**config.mk**
```make
export PLATFORM = sky130hd
export DESIGN_NAME = key_debounce
export DESIGN_NICKNAME = d
export VERILOG_FILES = /design/src/rtl/key_debounce.sv
export SDC_FILE = /design/constraint.sdc
export NUM_CORES = 1
export LEC_CHECK = 0
export CORE_UTILIZATION = 54
export CTS_CLUSTER_DIAMETER = 60
export CTS_CLUSTER_SIZE = 16
export DETAILED_ROUTE_END_ITERATION = 10
export PLACE_DENSITY = 0.74
export SETUP_SLACK_MARGIN = 0.5
export SLEW_MARGIN = 5
export SYNTH_ARGS = -nofsm -noshare
export SYNTH_HDL_FRONTEND = slang
export SYNTH_SLANG_ARGS = --single-unit
```
**constraint.sdc**
```tcl
create_clock -name Clock -period 1.71 [get_ports Clock]
set_clock_uncertainty 0.1 [all_clocks]
set_input_delay 0.342 -clock Clock [delete_from_list [all_inputs] [get_ports Clock]]
set_output_delay 0.342 -clock Clock [all_outputs]
set_load 0.02 [all_outputs]
```
**src/rtl/key_debounce.sv**
```systemverilog
// key_debounce
//   Conditions raw active-low pushbuttons before they reach the lock FSM.
//   Each key channel has a 2-flop synchronizer, a counter-based debouncer
//   and a press one-shot. A physical press gives one single-cycle strobe
//   plus a clean debounced level.
//
// Ports
//   Clock    in   1         system clock
//   Reset    in   1         asynchronous reset, active-low
//   KeyN     in   NUM_KEYS  raw pushbutton levels, active-low, asynchronous
//   Pulse    out  NUM_KEYS  one-cycle press strobe per key, active-high
//   Pressed  out  NUM_KEYS  debounced key level, active-high (1 = held)
//
// Parameters
//   NUM_KEYS         number of independent key channels
//   DEBOUNCE_CYCLES  cycles the synced input must stay stable to be accepted (>= 1)
//   CNT_W            debounce counter width, 2**CNT_W >= DEBOUNCE_CYCLES
module key_debounce #(
  parameter int NUM_KEYS        = 2,
  parameter int DEBOUNCE_CYCLES = 1000000,
  parameter int CNT_W           = 20
) (
  input  logic                Clock,
  input  logic                Reset,
  input  logic [NUM_KEYS-1:0] KeyN,
  output logic [NUM_KEYS-1:0] Pulse,
  output logic [NUM_KEYS-1:0] Pressed
);

  // Terminal count: the run of differing samples is accepted on the edge
  // where the counter already holds DEBOUNCE_CYCLES-1.
  localparam logic [CNT_W-1:0] TERM = CNT_W'(DEBOUNCE_CYCLES - 1);
  localparam logic [CNT_W-1:0] ONE  = CNT_W'(1);

  genvar gi;
  generate
    for (gi = 0; gi < NUM_KEYS; gi = gi + 1) begin : g_key
      logic             sync1_reg;
      logic             sync2_reg;
      logic             stable_reg;
      logic [CNT_W-1:0] cnt_reg;
      logic             pulse_reg;
      logic             pressed_reg;

      always_ff @(posedge Clock or negedge Reset) begin
        if (!Reset) begin
          sync1_reg   <= 1'b1;
          sync2_reg   <= 1'b1;
          stable_reg  <= 1'b1;
          cnt_reg     <= '0;
          pulse_reg   <= 1'b0;
          pressed_reg <= 1'b0;
        end else begin
          sync1_reg <= KeyN[gi];
          sync2_reg <= sync1_reg;
          pulse_reg <= 1'b0;
          if (sync2_reg == stable_reg) begin
            // Any return to the accepted level restarts the qualification run.
            cnt_reg <= '0;
          end else if (cnt_reg == TERM) begin
            stable_reg  <= sync2_reg;
            // Pressed is updated on the same edge as the accepted level so it
            // and the strobe rise together; release (0->1) gives no strobe.
            pressed_reg <= ~sync2_reg;
            pulse_reg   <= ~sync2_reg;
            cnt_reg     <= '0;
          end else begin
            cnt_reg <= cnt_reg + ONE;
          end
        end
      end

      assign Pulse[gi]   = pulse_reg;
      assign Pressed[gi] = pressed_reg;
    end
  endgenerate

endmodule

```
==> run_results.csv, run 1 <==
group,metric,value,unit
setup_path,timing_worst_setup_path_type,"reg2reg",
placement,place.gp.congestion,0.795,
drt,route.met3.wl,143,um
drt,route.detailed.drc,0,
clocking,clock_latency,0.30,ns
clocking,tritoncts_num_sinks,50,
grt,first_pass_grt_wire_length,9540,um
flow_run,max-cap-violations,0,
die,fp.dieArea,4830,um^2
die,area_of_the_core,4350,um^2
die,initial_standard_cell_utilization_of_the_core,56.5,%
logic_synthesis,synth_ff_type,"sky130_fd_sc_hd__dfrtp_1",
grt,maximum_number_of_pins_on_one_net_before_global_route_repair,21,
logic_synthesis,avgSynthCellArea,10.2,um^2
sta,rsz0062_at_grt,"yes",
drt,m1WireLength,2380,um
clocking,cts-buffers-inserted,5,
logic_synthesis,syn_inst,242,
pwr,vdd_ir_drop_max,567,uV
drt,wirelength,5880,um
run_status,failed_checks,"hold timing, setup timing",
drt,routed-wl-met2,3250,um
drt,first_iteration_detailed_routing_drc_count,97,
logic_synthesis,area_leader_netlist,"sky130_fd_sc_hd__dfrtp_1",
logic_synthesis,syn_nets,248,
setup_path,crit_path_start_kind,"flip-flop",
placement,final_hpwl_dp,3570,um
logic_synthesis,seq_area_frac_synth,51.2,%
logic_synthesis,ys_types,40,
logic_synthesis,synth_top_cell_area_share,44.8,%
grt,gr-total-overflow,0,
sta,final.min_clock_period,1.76,ns
hold_path,min_path_type,"in2async",
cells_and_area,signed_area_change_from_the_synthesized_netlist_to_the_final_layout,39.6,%
logic_synthesis,synth_edf_count,0,
grt,antenna_found_initial,0,
clocking,clk_root_buffer_cell,"sky130_fd_sc_hd__clkbuf_8",
setup_path,crit_path_max_fanout,6,
drt,route.detailed.vias_per_inst,5.75,
drt,first_pass_iters,4,
die,die_w,69.5,um
die,io_pins,8,
pwr,cellLeakagePower,0.00151,uW
sta,minimum_setup_slack_in_the_final_design,-0.0455,ns
grt,global_route.usage.total,25.0,%
run_status,run_status,"finished with violations",
setup_path,critical_path.endpoint_type,"flip-flop",
grt,first_global_vias,2105,
clocking,worst_setup_hold_path_clk_slew,0.09,ns
cells_and_area,num_antenna_cells,0,
drt,antenna_violating_nets_post_route,0,
sta,final-max-slew-violation-count,0,
sta,worst_slew_margin_rel,69.9,%
logic_synthesis,synth_async_sr_flop_share,100,%
die,rows,24,
sta,hold_viol,14,
setup_path,worst_ep_arrival_time,1.86,ns
logic_synthesis,ys_warn_count,0,
sta,whs,-0.126,ns
cells_and_area,largest_register_ffs,40,
sta,finalSetupViolations,25,
placement,placed_area,2910,um^2
logic_synthesis,synth-seq-cells,50,
sta,timing_worst_slew_pin_value,0.452,ns
logic_synthesis,synth_top_cells_by_count,"sky130_fd_sc_hd__dfrtp_1, sky130_fd_sc_hd__nor2_1, sky130_fd_sc_hd__nand3_1",
drt,top_layer_used,"met4",
logic_synthesis,top_area_cells_in_the_synthesized_netlist,"sky130_fd_sc_hd__dfrtp_1, sky130_fd_sc_hd__dfstp_2, sky130_fd_sc_hd__xnor2_1, sky130_fd_sc_hd__xor2_1, sky130_fd_sc_hd__nor2_1",
sta,finalCritPeriodShare,103,%
drt,via_count,2087,
clocking,clock_tree.buffer_depth,2,
clocking,h-tree-depth,2,
drt,routed_wire_length_per_instance,16.2,um
cells_and_area,layout-drive-gt1-share,44.1,%
cells_and_area,finish.utilization,78.9,%
pwr,power-per-cell-area,688,nW/um^2
placement,count_of_input_and_output_buffers,7,
cells_and_area,nets,316,
logic_synthesis,synth.cell_area,2460,um^2
setup_path,cp_required,1.81,ns
die,die_h,69.5,um
logic_synthesis,dominant_cell_by_count_in_the_synthesized_netlist,"sky130_fd_sc_hd__dfrtp_1",
sta,fmax,570,MHz
cells_and_area,finish.instance_area,3430,um^2
clocking,tritoncts,"yes",
worst max-delay path, stage by stage, from the launching register on:
cell and delay (ns):
sky130_fd_sc_hd__dfrtp_1 0.40, sky130_fd_sc_hd__nor4_2 0.30, sky130_fd_sc_hd__nand4_1 0.17, sky130_fd_sc_hd__buf_4 0.18, sky130_fd_sc_hd__o31ai_4 0.25, sky130_fd_sc_hd__buf_4 0.21, sky130_fd_sc_hd__nor2_1 0.05
metrics by stage:
stage	power (uW)	setup TNS, ns	setup slack [ns]	instances
2_1_floorplan	1280	0	0.00715	242
3_3_place_gp	1350	-0.0626	-0.0328	332
3_5_place_dp	1350	-0.310	-0.0534	332
4_1_cts	2370	0	0.0218	356
5_1_grt	2440	-3.05	-0.141	363
6_report	2360	-0.547	-0.0455	363
layout make-up:
class,instances,area [um^2]
clock buffer,6,82.6
fill,252,921
clock inverter,2,60.1
inverter,6,22.5
timing repair buffer,71,584
multi-input combinational,176,1360
tap,52,65.1
sequential,50,1260
repair_timing:
item,in CTS,in global routing
gates resized for setup,56,26
cloned,2,1
endpoints found under the hold margin,14,14
setup endpoints to repair,50,50
setup buffers,14,6
pin swaps,11,10
power by group:
group / internal (uW) / total, uW / leakage (uW) / switching [uW]
sequential: 1200 / 1220 / 0.000666 / 14.0
clock: 624 / 1010 / 0.0000714 / 387
combinational: 59.7 / 136 / 0.000773 / 76.5
total: 1880 / 2360 / 0.00151 / 478
layout by cell type, fill, tap and decap left out, types with 3 or more instances in the layout:
| cell type | instances |
|---|---|
| sky130_fd_sc_hd__or3_1 | 3 |
| sky130_fd_sc_hd__nor2_2 | 11 |
| sky130_fd_sc_hd__clkbuf_8 | 6 |
| sky130_fd_sc_hd__a21oi_2 | 6 |
| sky130_fd_sc_hd__xor2_1 | 14 |
| sky130_fd_sc_hd__and4_4 | 4 |
| sky130_fd_sc_hd__xnor2_1 | 14 |
| sky130_fd_sc_hd__buf_6 | 13 |
| sky130_fd_sc_hd__dfrtp_2 | 4 |
| sky130_fd_sc_hd__nand2_4 | 3 |
| sky130_fd_sc_hd__a21oi_1 | 4 |
| sky130_fd_sc_hd__o31ai_1 | 4 |
| sky130_fd_sc_hd__dfrtp_1 | 40 |
| sky130_fd_sc_hd__nand4b_1 | 4 |
| sky130_fd_sc_hd__and3_1 | 6 |
| sky130_fd_sc_hd__o21ai_0 | 5 |
| sky130_fd_sc_hd__nand3_1 | 13 |
| sky130_fd_sc_hd__nor3_1 | 6 |
| sky130_fd_sc_hd__nor2_1 | 20 |
| sky130_fd_sc_hd__nand4_1 | 11 |
| sky130_fd_sc_hd__nand2_1 | 7 |
| sky130_fd_sc_hd__inv_1 | 6 |
| sky130_fd_sc_hd__buf_4 | 55 |
| sky130_fd_sc_hd__nor4_1 | 3 |
| sky130_fd_sc_hd__dfstp_2 | 6 |
logic make-up after synthesis:
| logic type | after synthesis | synth area share [%] |
|---|---|---|
| AO/OA/AOI/OAI | 28 | 6.92 |
| XOR/XNOR | 28 | 9.97 |
| adder cells (fa/ha/maj) | 2 | 1.02 |
| buffers and inverters | 16 | 3.51 |
| flip-flops | 50 | 51.2 |
| multiplexers | 1 | 0.458 |
| AND/OR/NAND/NOR | 117 | 27.0 |
final timing paths:
path	cells past startpoint	slack, ns	end	startpoint
hold / removal	1	-0.13	g_key[0].cnt_reg[9]	Reset
hold reg to reg	0	0.26	g_key[0].sync2_reg	g_key[0].sync1_reg
min in group Clock	0	0.26	g_key[0].sync2_reg	g_key[0].sync1_reg
setup reg to reg	6	-0.05	g_key[0].cnt_reg[7]	g_key[0].cnt_reg[13]
max in group asynchronous	2	1.07	g_key[1].cnt_reg[8]	Reset
setup / recovery	6	-0.05	g_key[0].cnt_reg[7]	g_key[0].cnt_reg[13]
per-layer routing:
layer	global-route usage [%]	vias up
met3	4.94	13
met2	47.6	35
met5	0	-
met1	28.0	1041
met4	6.58	0
li1	-	998
Power figures use the tool's default switching activity.
==> run 2, diff against run 1 <==
- CAP_MARGIN: default -> 20
- CTS_BUF_LIST: default -> sky130_fd_sc_hd__clkbuf_16
==> run 2 against run 1 <==
The run still ends with hold timing, setup timing left; cell count rose by 0.55%; routed wire length rose by 5.1%; non-clock buffer count rose by 2; largest cell class unchanged.
==> run_results.csv, run 2 (synthesis gave the netlist of run 1 again) <==
group,metric,value,unit
clocking,clock_latency,0.29,ns
placement,final_hpwl_dp,3570,um
drt,first_pass_iters,4,
cells_and_area,nets,318,
sta,final-max-slew-violation-count,0,
setup_path,critical_path.endpoint_type,"flip-flop",
die,rows,24,
cells_and_area,largest_register_ffs,40,
sta,fmax,575,MHz
flow_run,max-cap-violations,0,
cells_and_area,layout.cells.most_common_list,"sky130_fd_sc_hd__buf_4, sky130_fd_sc_hd__dfrtp_1, sky130_fd_sc_hd__nor2_1",
setup_path,worst_ep_arrival_time,1.81,ns
cells_and_area,finish.utilization,80.1,%
setup_path,timing.critical_path.to,"g_key[0].cnt_reg[9]",
hold_path,min_path_type,"in2async",
drt,antenna_violating_nets_post_route,0,
sta,worst_slew_margin_rel,69.7,%
setup_path,crit_path_top_cell_by_count,"sky130_fd_sc_hd__buf_4",
pwr,power-per-cell-area,747,nW/um^2
die,die_h,69.5,um
grt,gr-total-overflow,0,
placement,place.gp.congestion,0.795,
setup_path,cp_required,1.79,ns
setup_path,crit_path_start_kind,"flip-flop",
pwr,cellLeakagePower,0.00154,uW
setup_path,r2r_setup_slack,-0.03,ns
sta,finalCritPeriodShare,102,%
setup_path,worstPathCellList,"ha_4 > buf_4 > nand3_2 > o31ai_2 > buf_4 > nor2_2",
cells_and_area,signed_area_change_from_the_synthesized_netlist_to_the_final_layout,41.8,%
die,die_w,69.5,um
cells_and_area,final_common_cell,"sky130_fd_sc_hd__buf_4",
drt,wirelength,6180,um
clocking,tritoncts,"yes",
grt,first_pass_grt_wire_length,9700,um
run_status,run_status,"finished with violations",
setup_path,critPathMaxStageDelay,0.40,ns
pwr,vdd_ir_drop_max,623,uV
clocking,worst_setup_hold_path_clk_slew,0.07,ns
clocking,clock_tree.buffer_depth,2,
grt,global_route.usage.met2,48.5,%
clocking,cts-buffers-inserted,5,
sta,final.min_clock_period,1.74,ns
pwr,total_power,2600,uW
grt,top_usage_layer,"met2",
placement,count_of_input_and_output_buffers,7,
placement,pre_cts_ws,-0.0534,ns
grt,globalRouteMet1Util,27.6,%
grt,antenna_found_initial,0,
setup_path,timing_worst_setup_path_type,"reg2reg",
drt,first_iteration_detailed_routing_drc_count,101,
sta,minimum_setup_slack_in_the_final_design,-0.0296,ns
setup_path,crit_path_start,"g_key[0].cnt_reg[0]",
clocking,h-tree-depth,2,
grt,global_route.usage.total,25.6,%
setup_path,worst_case_reg_to_reg_path_depth,6,
die,area_of_the_core,4350,um^2
sta,rsz0062_at_grt,"yes",
cells_and_area,layout-drive-gt1-share,43.5,%
drt,via_count,2123,
grt,maximum_number_of_pins_on_one_net_before_global_route_repair,21,
run_status,failed_checks,"hold timing, setup timing",
clocking,tritoncts_num_sinks,50,
die,io_pins,8,
grt,globalRouteMet3Util,4.51,%
cells_and_area,num_antenna_cells,0,
drt,route.detailed.drc,0,
setup_path,crit_path_max_fanout,6,
sta,whs,-0.101,ns
grt,first_global_vias,2167,
sta,timing_worst_slew_pin_value,0.454,ns
drt,route.detailed.vias_per_inst,5.82,
sta,finalSetupViolations,32,
setup_path,worst_path_max_delay_cell,"sky130_fd_sc_hd__dfrtp_1",
die,initial_standard_cell_utilization_of_the_core,56.5,%
die,fp.dieArea,4830,um^2
setup_path,timing.rr.end,"g_key[0].cnt_reg[9]",
clocking,clk_root_buffer_cell,"sky130_fd_sc_hd__clkbuf_16",
drt,routed_wire_length_per_instance,16.9,um
sta,hold_viol,14,
setup_path,regToRegStartpoint,"g_key[0].cnt_reg[0]",
==> run 2: cell count changes in the layout (fill, tap and decap cells not counted), sizes merged <==
cell / change
buf: +2
clkinv: +1
clkbuf: -1
==> run 2: report_power, final <==
part	switching [uW]	total [uW]	internal, uW
logic	78.4	140	61.5
registers	15.5	1220	1200
clock network	413	1250	833
total	507	2600	2100
==> run 2: how the worst min path moves through the flow <==
stage | slack [ns] | from | to
floorplan | -0.05 | Reset | g_key[0].cnt_reg[0]
finish | -0.10 | Reset | g_key[0].cnt_reg[6]
detailed placement | 0.21 | Reset | g_key[0].cnt_reg[2]
global placement | 0.22 | Reset | g_key[0].cnt_reg[2]
global route | -0.07 | Reset | g_key[0].cnt_reg[6]
CTS | -0.1 | Reset | g_key[0].cnt_reg[6]
==> run 2: area by class of cell <==
class / instances / area (um^2)
multi-input cells: 176 / 1360
clock inverters: 3 / 63.8
flip-flops and latches: 50 / 1260
well taps: 52 / 65.1
repair buffers: 73 / 596
inverters: 6 / 22.5
clock buffers: 5 / 125
fillers: 241 / 866
==> run 2: what timing repair did <==
item / in CTS / in global routing
cloned: 2 / 0
buffers inserted: 18 / 5
gates resized for setup: 57 / 21
hold endpoints to repair: 14 / 14
pin swaps: 14 / 9
setup endpoints to repair: 50 / 50
==> run 2: worst max-delay path, delay by kind of cell, from the launching register on <==
kind,cells,cell delay [ns]
simple gates,2,0.22
fa+ha+maj,1,0.18
compound gates,1,0.38
buf+inv,2,0.37
flops,1,0.40
==> run 2: metrics by stage <==
step	instances	TNS, ns	instance area, um^2
final	365	-0.493	3490
after global routing	365	-3.39	3490
after CTS	360	0	3370
after detailed placement	332	-0.310	2910
after global placement	332	-0.0626	2910
after floorplan	242	0	2560
==> run 2: per-layer routing <==
| metal | part of all wire (%) | up-vias | routed length [um] |
|---|---|---|---|
| met4 | 1.3 | 0 | 83 |
| met5 | 0 | - | 0 |
| met1 | 40 | 1056 | 2450 |
| met2 | 55 | 52 | 3420 |
| met3 | 3.7 | 9 | 229 |
| li1 | - | 1006 | - |
